## src/rtl/lsu_pkg.sv

```systemverilog
// Shared constants and types for the load/store unit: RV32I funct3 codes,
// memory write-enable encodings and the FSM state encoding.
package lsu_pkg;

  localparam logic [2:0] F3_B  = 3'b000;
  localparam logic [2:0] F3_H  = 3'b001;
  localparam logic [2:0] F3_W  = 3'b010;
  localparam logic [2:0] F3_BU = 3'b100;
  localparam logic [2:0] F3_HU = 3'b101;

  localparam logic [3:0] MEM_WR_NONE = 4'd0;
  localparam logic [3:0] MEM_WR_WORD = 4'd1;

  typedef enum logic [2:0] {
    S_IDLE      = 3'd0,
    S_LOAD_WAIT = 3'd1,
    S_RMW_WAIT  = 3'd2,
    S_SETTLE    = 3'd3,
    S_RESP      = 3'd4
  } lsu_state_e;

  // funct3[1] marks a word access and funct3[0] a halfword access.
  function automatic logic misaligned(input logic [2:0] funct3, input logic [1:0] off);
    if (funct3[1]) return off != 2'b00;
    if (funct3[0]) return off[0];
    return 1'b0;
  endfunction

endpackage

```

## src/rtl/lsu_if.sv

```systemverilog
// Bundle of request, data-memory and response signals around the load/store unit.
// Handshake: a request transfers on a rising edge where req_valid & req_ready are both 1;
// the requester holds all req_* fields stable while req_valid=1 and req_ready=0.
interface lsu_if;
  import lsu_pkg::*;

  logic        req_valid;
  logic        req_ready;
  logic        req_store;
  logic [2:0]  req_funct3;
  logic [31:0] req_addr;
  logic [31:0] req_wdata;
  logic [4:0]  req_rd;

  logic [31:0] mem_addr;
  logic [3:0]  mem_write;
  logic [31:0] mem_wdata;
  logic [31:0] mem_rdata;

  logic        resp_valid;
  logic        resp_is_load;
  logic [31:0] resp_data;
  logic [4:0]  resp_rd;
  logic        resp_err;

  lsu_state_e  state_dbg;

  modport slave (
    input  req_valid, req_store, req_funct3, req_addr, req_wdata, req_rd, mem_rdata,
    output req_ready, mem_addr, mem_write, mem_wdata,
    output resp_valid, resp_is_load, resp_data, resp_rd, resp_err, state_dbg
  );

  modport master (
    output req_valid, req_store, req_funct3, req_addr, req_wdata, req_rd, mem_rdata,
    input  req_ready, mem_addr, mem_write, mem_wdata,
    input  resp_valid, resp_is_load, resp_data, resp_rd, resp_err, state_dbg
  );

endinterface

```

## src/rtl/lsu_byte_lane.sv

```systemverilog
// Combinational lane logic: extracts/extends a loaded byte or half and merges a
// store byte or half into an old word for read-modify-write.
module lsu_byte_lane
  import lsu_pkg::*;
(
  input  logic [31:0] rdata,
  input  logic [31:0] wdata,
  input  logic [1:0]  off,
  input  logic [2:0]  funct3,
  output logic [31:0] load_data,
  output logic [31:0] merged
);

  function automatic logic [31:0] load_extract(input logic [31:0] word, input logic [1:0] o,
                                               input logic [2:0] f3);
    logic [31:0] sh;
    sh = word >> {o, 3'b000};
    case (f3)
      F3_B:    return {{24{sh[7]}}, sh[7:0]};
      F3_H:    return {{16{sh[15]}}, sh[15:0]};
      F3_BU:   return {24'h0, sh[7:0]};
      F3_HU:   return {16'h0, sh[15:0]};
      default: return word;
    endcase
  endfunction

  function automatic logic [31:0] store_merge(input logic [31:0] old, input logic [31:0] wd,
                                              input logic [1:0] o, input logic [2:0] f3);
    logic [31:0] mask;
    logic [4:0]  sh;
    sh   = {o, 3'b000};
    mask = (f3[0] ? 32'h0000_FFFF : 32'h0000_00FF) << sh;
    return (old & ~mask) | ((wd << sh) & mask);
  endfunction

  assign load_data = load_extract(rdata, off, funct3);
  assign merged    = store_merge(rdata, wdata, off, funct3);

endmodule

```

## src/rtl/load_store_unit.sv

```systemverilog
// Requester side of the data-memory port: sequences loads, word stores and
// byte/half read-modify-write stores against a memory with 1-cycle read and write-commit delay.
module load_store_unit
  import lsu_pkg::*;
#(
  parameter int ADDR_BITS = 9
) (
  input logic clk,
  input logic reset,
  lsu_if.slave bus
);

  lsu_state_e  state;
  logic        cap_store;
  logic [2:0]  cap_funct3;
  logic [31:0] cap_addr;
  logic [31:0] cap_wdata;
  logic [4:0]  cap_rd;

  logic        resp_valid_q;
  logic        resp_is_load_q;
  logic        resp_err_q;
  logic [31:0] resp_data_q;
  logic [4:0]  resp_rd_q;

  logic        accept;
  logic        req_err;
  logic        req_sw;
  logic [31:0] load_data;
  logic [31:0] merged;

  assign accept  = bus.req_valid && (state == S_IDLE);
  assign req_err = misaligned(bus.req_funct3, bus.req_addr[1:0]) ||
                   (bus.req_addr[31:ADDR_BITS] != '0);
  assign req_sw  = bus.req_store && bus.req_funct3[1];

  lsu_byte_lane u_lane (
    .rdata     (bus.mem_rdata),
    .wdata     (cap_wdata),
    .off       (cap_addr[1:0]),
    .funct3    (cap_funct3),
    .load_data (load_data),
    .merged    (merged)
  );

  // IDLE forwards the request address so the memory read starts in the accept cycle.
  always_comb begin
    bus.mem_addr  = cap_addr;
    bus.mem_write = MEM_WR_NONE;
    bus.mem_wdata = '0;
    case (state)
      S_IDLE: begin
        bus.mem_addr = bus.req_addr;
        if (accept && req_sw && !req_err) begin
          bus.mem_write = MEM_WR_WORD;
          bus.mem_wdata = bus.req_wdata;
        end
      end
      S_RMW_WAIT: begin
        bus.mem_write = MEM_WR_WORD;
        bus.mem_wdata = merged;
      end
      default: ;
    endcase
  end

  assign bus.req_ready    = (state == S_IDLE);
  assign bus.resp_valid   = resp_valid_q;
  assign bus.resp_is_load = resp_is_load_q;
  assign bus.resp_data    = resp_data_q;
  assign bus.resp_rd      = resp_rd_q;
  assign bus.resp_err     = resp_err_q;
  assign bus.state_dbg    = state;

  always_ff @(posedge clk) begin
    if (reset) begin
      state          <= S_IDLE;
      cap_store      <= 1'b0;
      cap_funct3     <= '0;
      cap_addr       <= '0;
      cap_wdata      <= '0;
      cap_rd         <= '0;
      resp_valid_q   <= 1'b0;
      resp_is_load_q <= 1'b0;
      resp_err_q     <= 1'b0;
      resp_data_q    <= '0;
      resp_rd_q      <= '0;
    end else begin
      resp_valid_q <= 1'b0;
      case (state)
        S_IDLE: begin
          if (accept) begin
            cap_store  <= bus.req_store;
            cap_funct3 <= bus.req_funct3;
            cap_addr   <= bus.req_addr;
            cap_wdata  <= bus.req_wdata;
            cap_rd     <= bus.req_rd;
            if (req_err) begin
              resp_valid_q   <= 1'b1;
              resp_is_load_q <= !bus.req_store;
              resp_err_q     <= 1'b1;
              resp_data_q    <= '0;
              resp_rd_q      <= bus.req_rd;
              state          <= S_RESP;
            end else if (!bus.req_store) begin
              state <= S_LOAD_WAIT;
            end else if (req_sw) begin
              state <= S_SETTLE;
            end else begin
              state <= S_RMW_WAIT;
            end
          end
        end
        S_LOAD_WAIT: begin
          resp_valid_q   <= 1'b1;
          resp_is_load_q <= 1'b1;
          resp_err_q     <= 1'b0;
          resp_data_q    <= load_data;
          resp_rd_q      <= cap_rd;
          state          <= S_RESP;
        end
        S_RMW_WAIT: state <= S_SETTLE;
        // Memory commits the write on this edge; responding afterwards keeps a following load coherent.
        S_SETTLE: begin
          resp_valid_q   <= 1'b1;
          resp_is_load_q <= !cap_store;
          resp_err_q     <= 1'b0;
          resp_data_q    <= '0;
          resp_rd_q      <= cap_rd;
          state          <= S_RESP;
        end
        S_RESP:  state <= S_IDLE;
        default: state <= S_IDLE;
      endcase
    end
  end

endmodule

```

## src/flat_wrapper.sv

```systemverilog
// flat-port wrapper written by rule: the top's interface ports become plain ports
module load_store_unit_flat import lsu_pkg::*;
#(
  parameter int ADDR_BITS = 9
)
  (clk, reset, bus_req_valid, bus_req_store, bus_req_funct3, bus_req_addr, bus_req_wdata, bus_req_rd, bus_mem_rdata, bus_req_ready, bus_mem_addr, bus_mem_write, bus_mem_wdata, bus_resp_valid, bus_resp_is_load, bus_resp_data, bus_resp_rd, bus_resp_err, bus_state_dbg);
  lsu_if bus_i ();
  input logic clk;
  input logic reset;
  input wire logic [$bits(bus_i.req_valid)-1:0] bus_req_valid;
  input wire logic [$bits(bus_i.req_store)-1:0] bus_req_store;
  input wire logic [$bits(bus_i.req_funct3)-1:0] bus_req_funct3;
  input wire logic [$bits(bus_i.req_addr)-1:0] bus_req_addr;
  input wire logic [$bits(bus_i.req_wdata)-1:0] bus_req_wdata;
  input wire logic [$bits(bus_i.req_rd)-1:0] bus_req_rd;
  input wire logic [$bits(bus_i.mem_rdata)-1:0] bus_mem_rdata;
  output wire logic [$bits(bus_i.req_ready)-1:0] bus_req_ready;
  output wire logic [$bits(bus_i.mem_addr)-1:0] bus_mem_addr;
  output wire logic [$bits(bus_i.mem_write)-1:0] bus_mem_write;
  output wire logic [$bits(bus_i.mem_wdata)-1:0] bus_mem_wdata;
  output wire logic [$bits(bus_i.resp_valid)-1:0] bus_resp_valid;
  output wire logic [$bits(bus_i.resp_is_load)-1:0] bus_resp_is_load;
  output wire logic [$bits(bus_i.resp_data)-1:0] bus_resp_data;
  output wire logic [$bits(bus_i.resp_rd)-1:0] bus_resp_rd;
  output wire logic [$bits(bus_i.resp_err)-1:0] bus_resp_err;
  output wire logic [$bits(bus_i.state_dbg)-1:0] bus_state_dbg;
  assign bus_i.req_valid = bus_req_valid;
  assign bus_i.req_store = bus_req_store;
  assign bus_i.req_funct3 = bus_req_funct3;
  assign bus_i.req_addr = bus_req_addr;
  assign bus_i.req_wdata = bus_req_wdata;
  assign bus_i.req_rd = bus_req_rd;
  assign bus_i.mem_rdata = bus_mem_rdata;
  assign bus_req_ready = bus_i.req_ready;
  assign bus_mem_addr = bus_i.mem_addr;
  assign bus_mem_write = bus_i.mem_write;
  assign bus_mem_wdata = bus_i.mem_wdata;
  assign bus_resp_valid = bus_i.resp_valid;
  assign bus_resp_is_load = bus_i.resp_is_load;
  assign bus_resp_data = bus_i.resp_data;
  assign bus_resp_rd = bus_i.resp_rd;
  assign bus_resp_err = bus_i.resp_err;
  assign bus_state_dbg = bus_i.state_dbg;
  load_store_unit #(.ADDR_BITS(ADDR_BITS)) u_core (.clk(clk), .reset(reset), .bus(bus_i));
endmodule
```

## config.mk

```make
export PLATFORM = sky130hd
export DESIGN_NAME = load_store_unit_flat
export DESIGN_NICKNAME = d
export VERILOG_FILES = /design/src/rtl/lsu_pkg.sv /design/src/rtl/lsu_if.sv /design/src/rtl/lsu_byte_lane.sv /design/src/rtl/load_store_unit.sv /design/src/flat_wrapper.sv
export SDC_FILE = /design/constraint.sdc
export NUM_CORES = 1
export LEC_CHECK = 0
export BUFFER_PORTS_ARGS = -buffer_cell sky130_fd_sc_hd__buf_2
export CORE_MARGIN = 10
export CORE_UTILIZATION = 35
export DETAILED_ROUTE_END_ITERATION = 12
export GPL_TIMING_DRIVEN = 1
export HOLD_SLACK_MARGIN = 0.05
export PLACE_DENSITY_LB_ADDON = 0.3
export SYNTH_ARGS = -nofsm -noshare
export SYNTH_HDL_FRONTEND = slang
export SYNTH_SLANG_ARGS = --single-unit
```

## constraint.sdc

```tcl
create_clock -name clk -period 2 [get_ports clk]
set_input_delay 0.2 -clock clk [delete_from_list [all_inputs] [get_ports clk]]
set_output_delay 0.2 -clock clk [all_outputs]
set_load 0.005 [all_outputs]
```

==> results of run 1 <==
==> synth_stat cells, drive strengths merged, types with 2 or more instances <==
library cell,instances,area [um^2]
a211o,5,43.8
o32ai,24,233
buf,35,215
dfxtp,108,2160
nor4,7,58.8
a21o,3,23.8
a22oi,7,52.6
nand4,7,43.8
o21ai,40,200
and2,3,18.8
and4,2,18.8
o2bb2ai,32,280
a22o,7,61.3
mux2i,37,370
nand2,245,920
a41oi,2,17.5
nor2,18,70.1
and4b,6,60.1
o31ai,7,52.6
a2111oi,10,87.6
a21oi,74,370
a32o,10,101
clkbuf,43,161
nand2b,2,12.5
nor2b,4,25.0
nor3,5,25.0
nor4b,2,30.0
o21a,2,15.0
mux2,10,113
inv,35,131
==> what timing repair did <==
action | CTS | global route
buffers inserted | 11 | 1
gates cloned | 3 | 3
resized for setup | 41 | 25
setup endpoints to repair | 65 | 78
pin swaps | 1 | 3
==> cells by family after synthesis <==
kind of cell	synth area share
AO/OA/AOI/OAI	0.264
AND/OR/NAND/NOR	0.217
buffers and inverters	0.0842
flip-flops	0.352
other	0.000611
multiplexers	0.0824
==> per-stage QoR <==
| stage | utilization | hold slack [ns] |
|---|---|---|
| 2_1_floorplan | - | 0.336 |
| 3_3_place_gp | 0.436 | 0.442 |
| 3_5_place_dp | 0.436 | 0.447 |
| 4_1_cts | 0.473 | 0.0744 |
| 5_1_grt | 0.481 | 0.0837 |
| 6_report | 0.481 | 0.0833 |
==> sequential cells by signal (all words and copies together), names as in the netlist <==
| signal | cells |
|---|---|
| u_core.cap_rd | 5 |
| u_core.cap_wdata | 24 |
| u_core.cap_funct3 | 3 |
| u_core.bus.resp_is_load | 1 |
| u_core.cap_addr | 32 |
| u_core.bus.resp_err | 1 |
| u_core.bus.resp_valid | 1 |
| u_core.bus.state_dbg | 3 |
| u_core.cap_store | 1 |
| u_core.bus.resp_data | 32 |
| u_core.bus.resp_rd | 5 |
==> path summary, 6_finish.rpt <==
path                                                            to
worst min register to register    u_core.cap_addr[30]$_SDFFE_PP0P_
worst min-delay path               u_core.cap_addr[7]$_SDFFE_PP0P_
worst max-delay path                             bus_mem_wdata[20]
worst max register to register  u_core.bus.resp_rd[2]$_SDFFE_PP0P_
==> area by class of cell <==
type	instances	area, um^2
fillers	1738	8940
multi-input cells	586	3660
flip-flops and latches	108	2180
repair buffers	275	1720
well taps	225	282
clock buffers	10	229
inverters	36	143
clock inverters	6	63.8
repair inverters	1	16.3
diodes	3	7.51
==> worst min-delay path: stages <==
cell	delay, ns
buf_2	0.10
nand2_1	0.05
a21oi_1	0.05
==> power groups by stage <==
stage	clock network [uW]	logic, uW	registers (uW)
after floorplan	0	539	2330
after global placement	0	956	2340
after detailed placement	0	958	2350
after CTS	1880	998	2290
after global routing	1970	1130	2310
final	1850	1030	2300
==> metal layers <==
metal / vias up / global-route usage
met1: 3075 / 0.247
met5: - / 0
met4: 2 / 0.0495
met3: 26 / 0.0556
li1: 3254 / -
met2: 242 / 0.318
==> results.json, run 1 <==
{
  "clk_pin_slew_worst_paths_ns": 0.07,
  "crit_cells": 8,
  "ys.flop_type": "dfxtp_1",
  "rows": 48,
  "cts_tree": "done",
  "maxSlewHeadroom": 0.677,
  "yosys_warnings": 0,
  "pre_cts_ws_ns": -0.174,
  "power_uw": 5180,
  "postCtsHoldBufs": 0,
  "routed_via_density": 5.28,
  "grt_max_degree": 38,
  "grt_use_total": 0.195,
  "crit_required_ns": 1.80,
  "path_cells": "nor4b_4 -> nand2_2 -> nor4_4 -> buf_6 -> buf_12 -> buf_16 -> o2bb2ai_2 -> buf_2",
  "arrival_ns": 1.93,
  "cts_max_level": 3,
  "async_reset_ff_frac": 0,
  "cp_num_buf_inv": 4,
  "routed_wl_um": 24100,
  "worst-r2r-setup-slack_ns": 0.10,
  "pwr-share-seq": 0.444,
  "p_leak_uw": 0.00366,
  "placed_cells": 1214,
  "fin_tns_setup_ns": -3.47,
  "core_um2": 17200,
  "maxCapViolCount": 0,
  "combPwrFrac": 0.199,
  "antenna_found_initial": 4,
  "fin_skew_ns": 0.00985,
  "globalplace.congestion": 0.889,
  "dieArea_um2": 23200,
  "cpPeakStageDelay_ns": 0.37,
  "fin_area_um2": 8290,
  "cts_buffer_depth": 2,
  "dieWidth_um": 152,
  "start_kind": "flip-flop",
  "gr-total-overflow": 0,
  "die_y_um": 152,
  "cts-root-buf": "clkbuf_16",
  "p_sw_uw": 1540,
  "min_path_type": "in -> reg",
  "drt_iter0_markers": 468,
  "final_common_cell": "nand2_1",
  "finalMaxSlewViolations": 0,
  "route.met2.wl_um": 11400,
  "fmax_mhz": 470,
  "postPlaceCellArea_um2": 7520,
  "num_vias": 6599,
  "fin_ws_ns": -0.128,
  "synth_seq_cells": 108,
  "cts.sinks": 108,
  "fin_crit_ns": 2.13,
  "clkPwrFrac": 0.357,
  "whs_path_depth": 3,
  "setup.worst_path.start": "u_core.bus.state_dbg[0]$_SDFFE_PP0P_",
  "status": "finished with violations",
  "area_delta_synth_final_pct": 35.2,
  "grt_pass1_wl_um": 37100,
  "cp_max_fo": 8,
  "worstReg2RegStart": "u_core.bus.state_dbg[0]$_SDFFE_PP0P_",
  "period_share": 1.06,
  "p_per_area_nw_per_um2": 624,
  "yosysSeqAreaShare": 0.352,
  "post_drt_wl_per_cell_um": 19.3,
  "synth_edf_count": 0,
  "met3WireLength_um": 1970,
  "violations": "setup timing",
  "drive_gt1_frac": 0.350,
  "layout_common_cells": "nand2_1 (234), buf_2 (214), dfxtp_1 (103)",
  "initial_core_util": 0.356,
  "top_layer": "met5",
  "instances_no_fill": 1250,
  "rsz0062_at_grt": "true",
  "firstDrtPassIters": 5,
  "rr_worst_depth": 5,
  "min_from": "bus_req_addr[7]",
  "ant_nets": 0,
  "vdd_drop_max_mv": 0.439,
  "io_buffers": 216,
  "synth_area_um2": 6130,
  "syn_avg_cell_area_um2": 7.61,
  "end_kind": "primary output",
  "final_nets": 1125,
  "crit_type": "reg -> out",
  "wl_met1_um": 10400,
  "swShare": 0.298,
  "hold_violations": 0,
  "p_int_uw": 3630,
  "setup_viol": 40,
  "cts_buffers": 9,
  "cp_slowest_cell": "dfxtp_4",
  "synthCells": 806,
  "worst_pin_slew_ns": 0.472,
  "drcViolationCount": 0,
  "dp_hpwl_um": 17400,
  "io_pins": 220,
  "clk_latency_ns": 0.36,
  "critPathTopFamily": "simple AND/OR/NAND/NOR gates",
  "grt_pass1_vias": 6590,
  "synth.distinct_cells": 53
}
Power figures use the tool's default switching activity.
==> run 2: changes to the inputs <==
==> constraint.sdc (replaced) <==
create_clock -name clk -period 2 [get_ports clk]
set_input_delay 0.2 -clock clk [delete_from_list [all_inputs] [get_ports clk]]
set_output_delay 0.2 -clock clk [all_outputs]
set_load 0.05 [all_outputs]
==> run 2 against run 1 <==
Against the previous run: the flow still finishes with violations (setup timing); first-iteration DRC count increased by 1.1%; final cell count increased by 1.9%; clock power hardly changed; die area did not move; sequential share of layout area down 2.7 points; combinational power rose by 32%; routed wire length up 0.97%; sequential power hardly changed; worst hold slack lost 0.0013 ns; via count up 3.2%; clock skew fell by 0.0017 ns; largest power group unchanged.
==> results.json, run 2 (synthesis results as in run 1) <==
{
  "finalMaxSlewViolations": 0,
  "p_int_uw": 3710,
  "worstReg2RegStart": "u_core.bus.state_dbg[2]$_SDFFE_PP0P_",
  "post_drt_wl_per_cell_um": 19.1,
  "arrival_ns": 2.05,
  "multiInputGateArea_um2": 4060,
  "maxSlewHeadroom": 0.549,
  "setup.worst_path.start": "u_core.cap_addr[0]$_SDFFE_PP0P_",
  "timing.rr.end": "u_core.bus.resp_data[8]$_SDFFE_PP0P_",
  "cp_slowest_cell": "dfxtp_2",
  "end_kind": "primary output",
  "antenna_found_initial": 4,
  "start_kind": "flip-flop",
  "clk_latency_ns": 0.36,
  "p_sw_uw": 1800,
  "io_buffers": 216,
  "p_leak_uw": 0.00397,
  "seq_area_um2": 2170,
  "vdd_drop_max_mv": 0.422,
  "dieArea_um2": 23200,
  "grt_pass1_vias": 6591,
  "combPwrFrac": 0.247,
  "cts_buffers": 9,
  "routed_via_density": 5.34,
  "period_share": 1.12,
  "globalplace.congestion": 0.904,
  "final_nets": 1148,
  "cp_max_fo": 16,
  "drt_iter0_markers": 473,
  "status": "finished with violations",
  "dp_hpwl_um": 18000,
  "routed_wl_um": 24400,
  "fillCellCount": 1625,
  "firstDrtPassIters": 5,
  "p_per_area_nw_per_um2": 597,
  "rsz0062_at_grt": "true",
  "core_um2": 17200,
  "setup_viol": 91,
  "fin_crit_ns": 2.25,
  "swShare": 0.327,
  "drive_gt1_frac": 0.398,
  "worst-r2r-setup-slack_ns": -0.07,
  "dieWidth_um": 152,
  "fmax_mhz": 445,
  "die_y_um": 152,
  "hold_violations": 0,
  "cpPeakStageDelay_ns": 0.43,
  "grt_pass1_wl_um": 37100,
  "violations": "setup timing",
  "crit_required_ns": 1.80,
  "path_cells": "buf_4 -> mux2i_1 -> a21oi_1 -> a32o_2 -> buf_6",
  "crit_end": "bus_mem_wdata[8]",
  "num_vias": 6807,
  "maxCapViolCount": 0,
  "fin_skew_ns": 0.00819,
  "gr-total-overflow": 0,
  "fin_ws_ns": -0.248,
  "rr_worst_depth": 6,
  "grt_use_total": 0.195,
  "cts-root-buf": "clkbuf_16",
  "drcViolationCount": 0,
  "cts_tree": "done",
  "min_from": "bus_req_funct3[2]",
  "ant_nets": 0,
  "pwr-share-seq": 0.417,
  "cts.sinks": 108,
  "cts_max_level": 3,
  "min_path_type": "in -> reg",
  "io_pins": 220,
  "final_common_cell": "nand2_1",
  "clk_pin_slew_worst_paths_ns": 0.07,
  "clkPwrFrac": 0.335,
  "rows": 48,
  "utilization": 0.536,
  "layout_common_cells": "nand2_1 (210), buf_2 (162), dfxtp_1 (104)",
  "cts_buffer_depth": 2,
  "crit_type": "reg -> out",
  "area_delta_synth_final_pct": 50.5,
  "pre_cts_ws_ns": -0.276,
  "grt_max_degree": 40,
  "worst_pin_slew_ns": 0.660,
  "initial_core_util": 0.356
}
==> run 2: metrics by stage <==
stage	cell area, um^2	cells	TNS, ns	power [uW]	hold WS (ns)
floorplan	6670	808	-0.0625	3150	0.336
global placement	8350	1247	-8.08	3620	0.442
detailed placement	8350	1247	-8.05	3630	0.447
CTS	9020	1266	-7.28	5500	0.0665
global route	9230	1274	-18.11	5730	0.0856
finish	9230	1274	-8.45	5510	0.0820
==> run 2: worst min path at each step <==
stage | end | cells after the start
after floorplan | u_core.cap_addr[10]$_SDFFE_PP0P_ | 2
after global placement | u_core.cap_addr[12]$_SDFFE_PP0P_ | 2
after detailed placement | u_core.cap_addr[10]$_SDFFE_PP0P_ | 2
after CTS | u_core.cap_funct3[2]$_SDFFE_PP0P_ | 3
after global routing | u_core.cap_funct3[2]$_SDFFE_PP0P_ | 3
final | u_core.cap_funct3[2]$_SDFFE_PP0P_ | 3
==> run 2: routing by layer <==
| metal | part of all wire | vias to the layer above | global-route usage | wire length [um] |
|---|---|---|---|---|
| met3 | 0.058 | 45 | 0.0344 | 1400 |
| met5 | 0 | - | 0 | 0 |
| met1 | 0.44 | 3209 | 0.252 | 10700 |
| li1 | - | 3303 | - | - |
| met4 | 0.034 | 0 | 0.0880 | 830 |
| met2 | 0.47 | 250 | 0.309 | 11400 |
==> run 2: cell type report <==
type / instances / share of cell area
multi-input combinational: 586 / 0.440
timing repair buffer: 298 / 0.244
sequential: 108 / 0.235
tap: 225 / 0.0305
clock buffer: 10 / 0.0248
inverter: 36 / 0.0160
clock inverter: 6 / 0.00759
timing repair inverter: 1 / 0.00122
antenna: 4 / 0.00108
==> run 2: power by group through the flow <==
stage / Combinational [uW] / Clock, uW / Sequential, uW
2_1_floorplan: 775 / 0 / 2370
6_report: 1360 / 1850 / 2300
4_1_cts: 1310 / 1890 / 2300
5_1_grt: 1460 / 1960 / 2310
3_5_place_dp: 1280 / 0 / 2350
3_3_place_gp: 1270 / 0 / 2350
==> run 2: critical path, delay by kind of cell, from the launching register on <==
kind	cells	cell delay [ns]
buffers and inverters	2	0.43
flip-flops	1	0.43
multiplexers	1	0.34
AO/OA/AOI/OAI	2	0.48
==> run 2: what timing repair did <==
action	in CTS	in global routing
cloned	0	1
resized for setup	105	53
setup endpoints to repair	88	102
hold buffers	0	0
buffers inserted	4	3
pin swaps	1	2
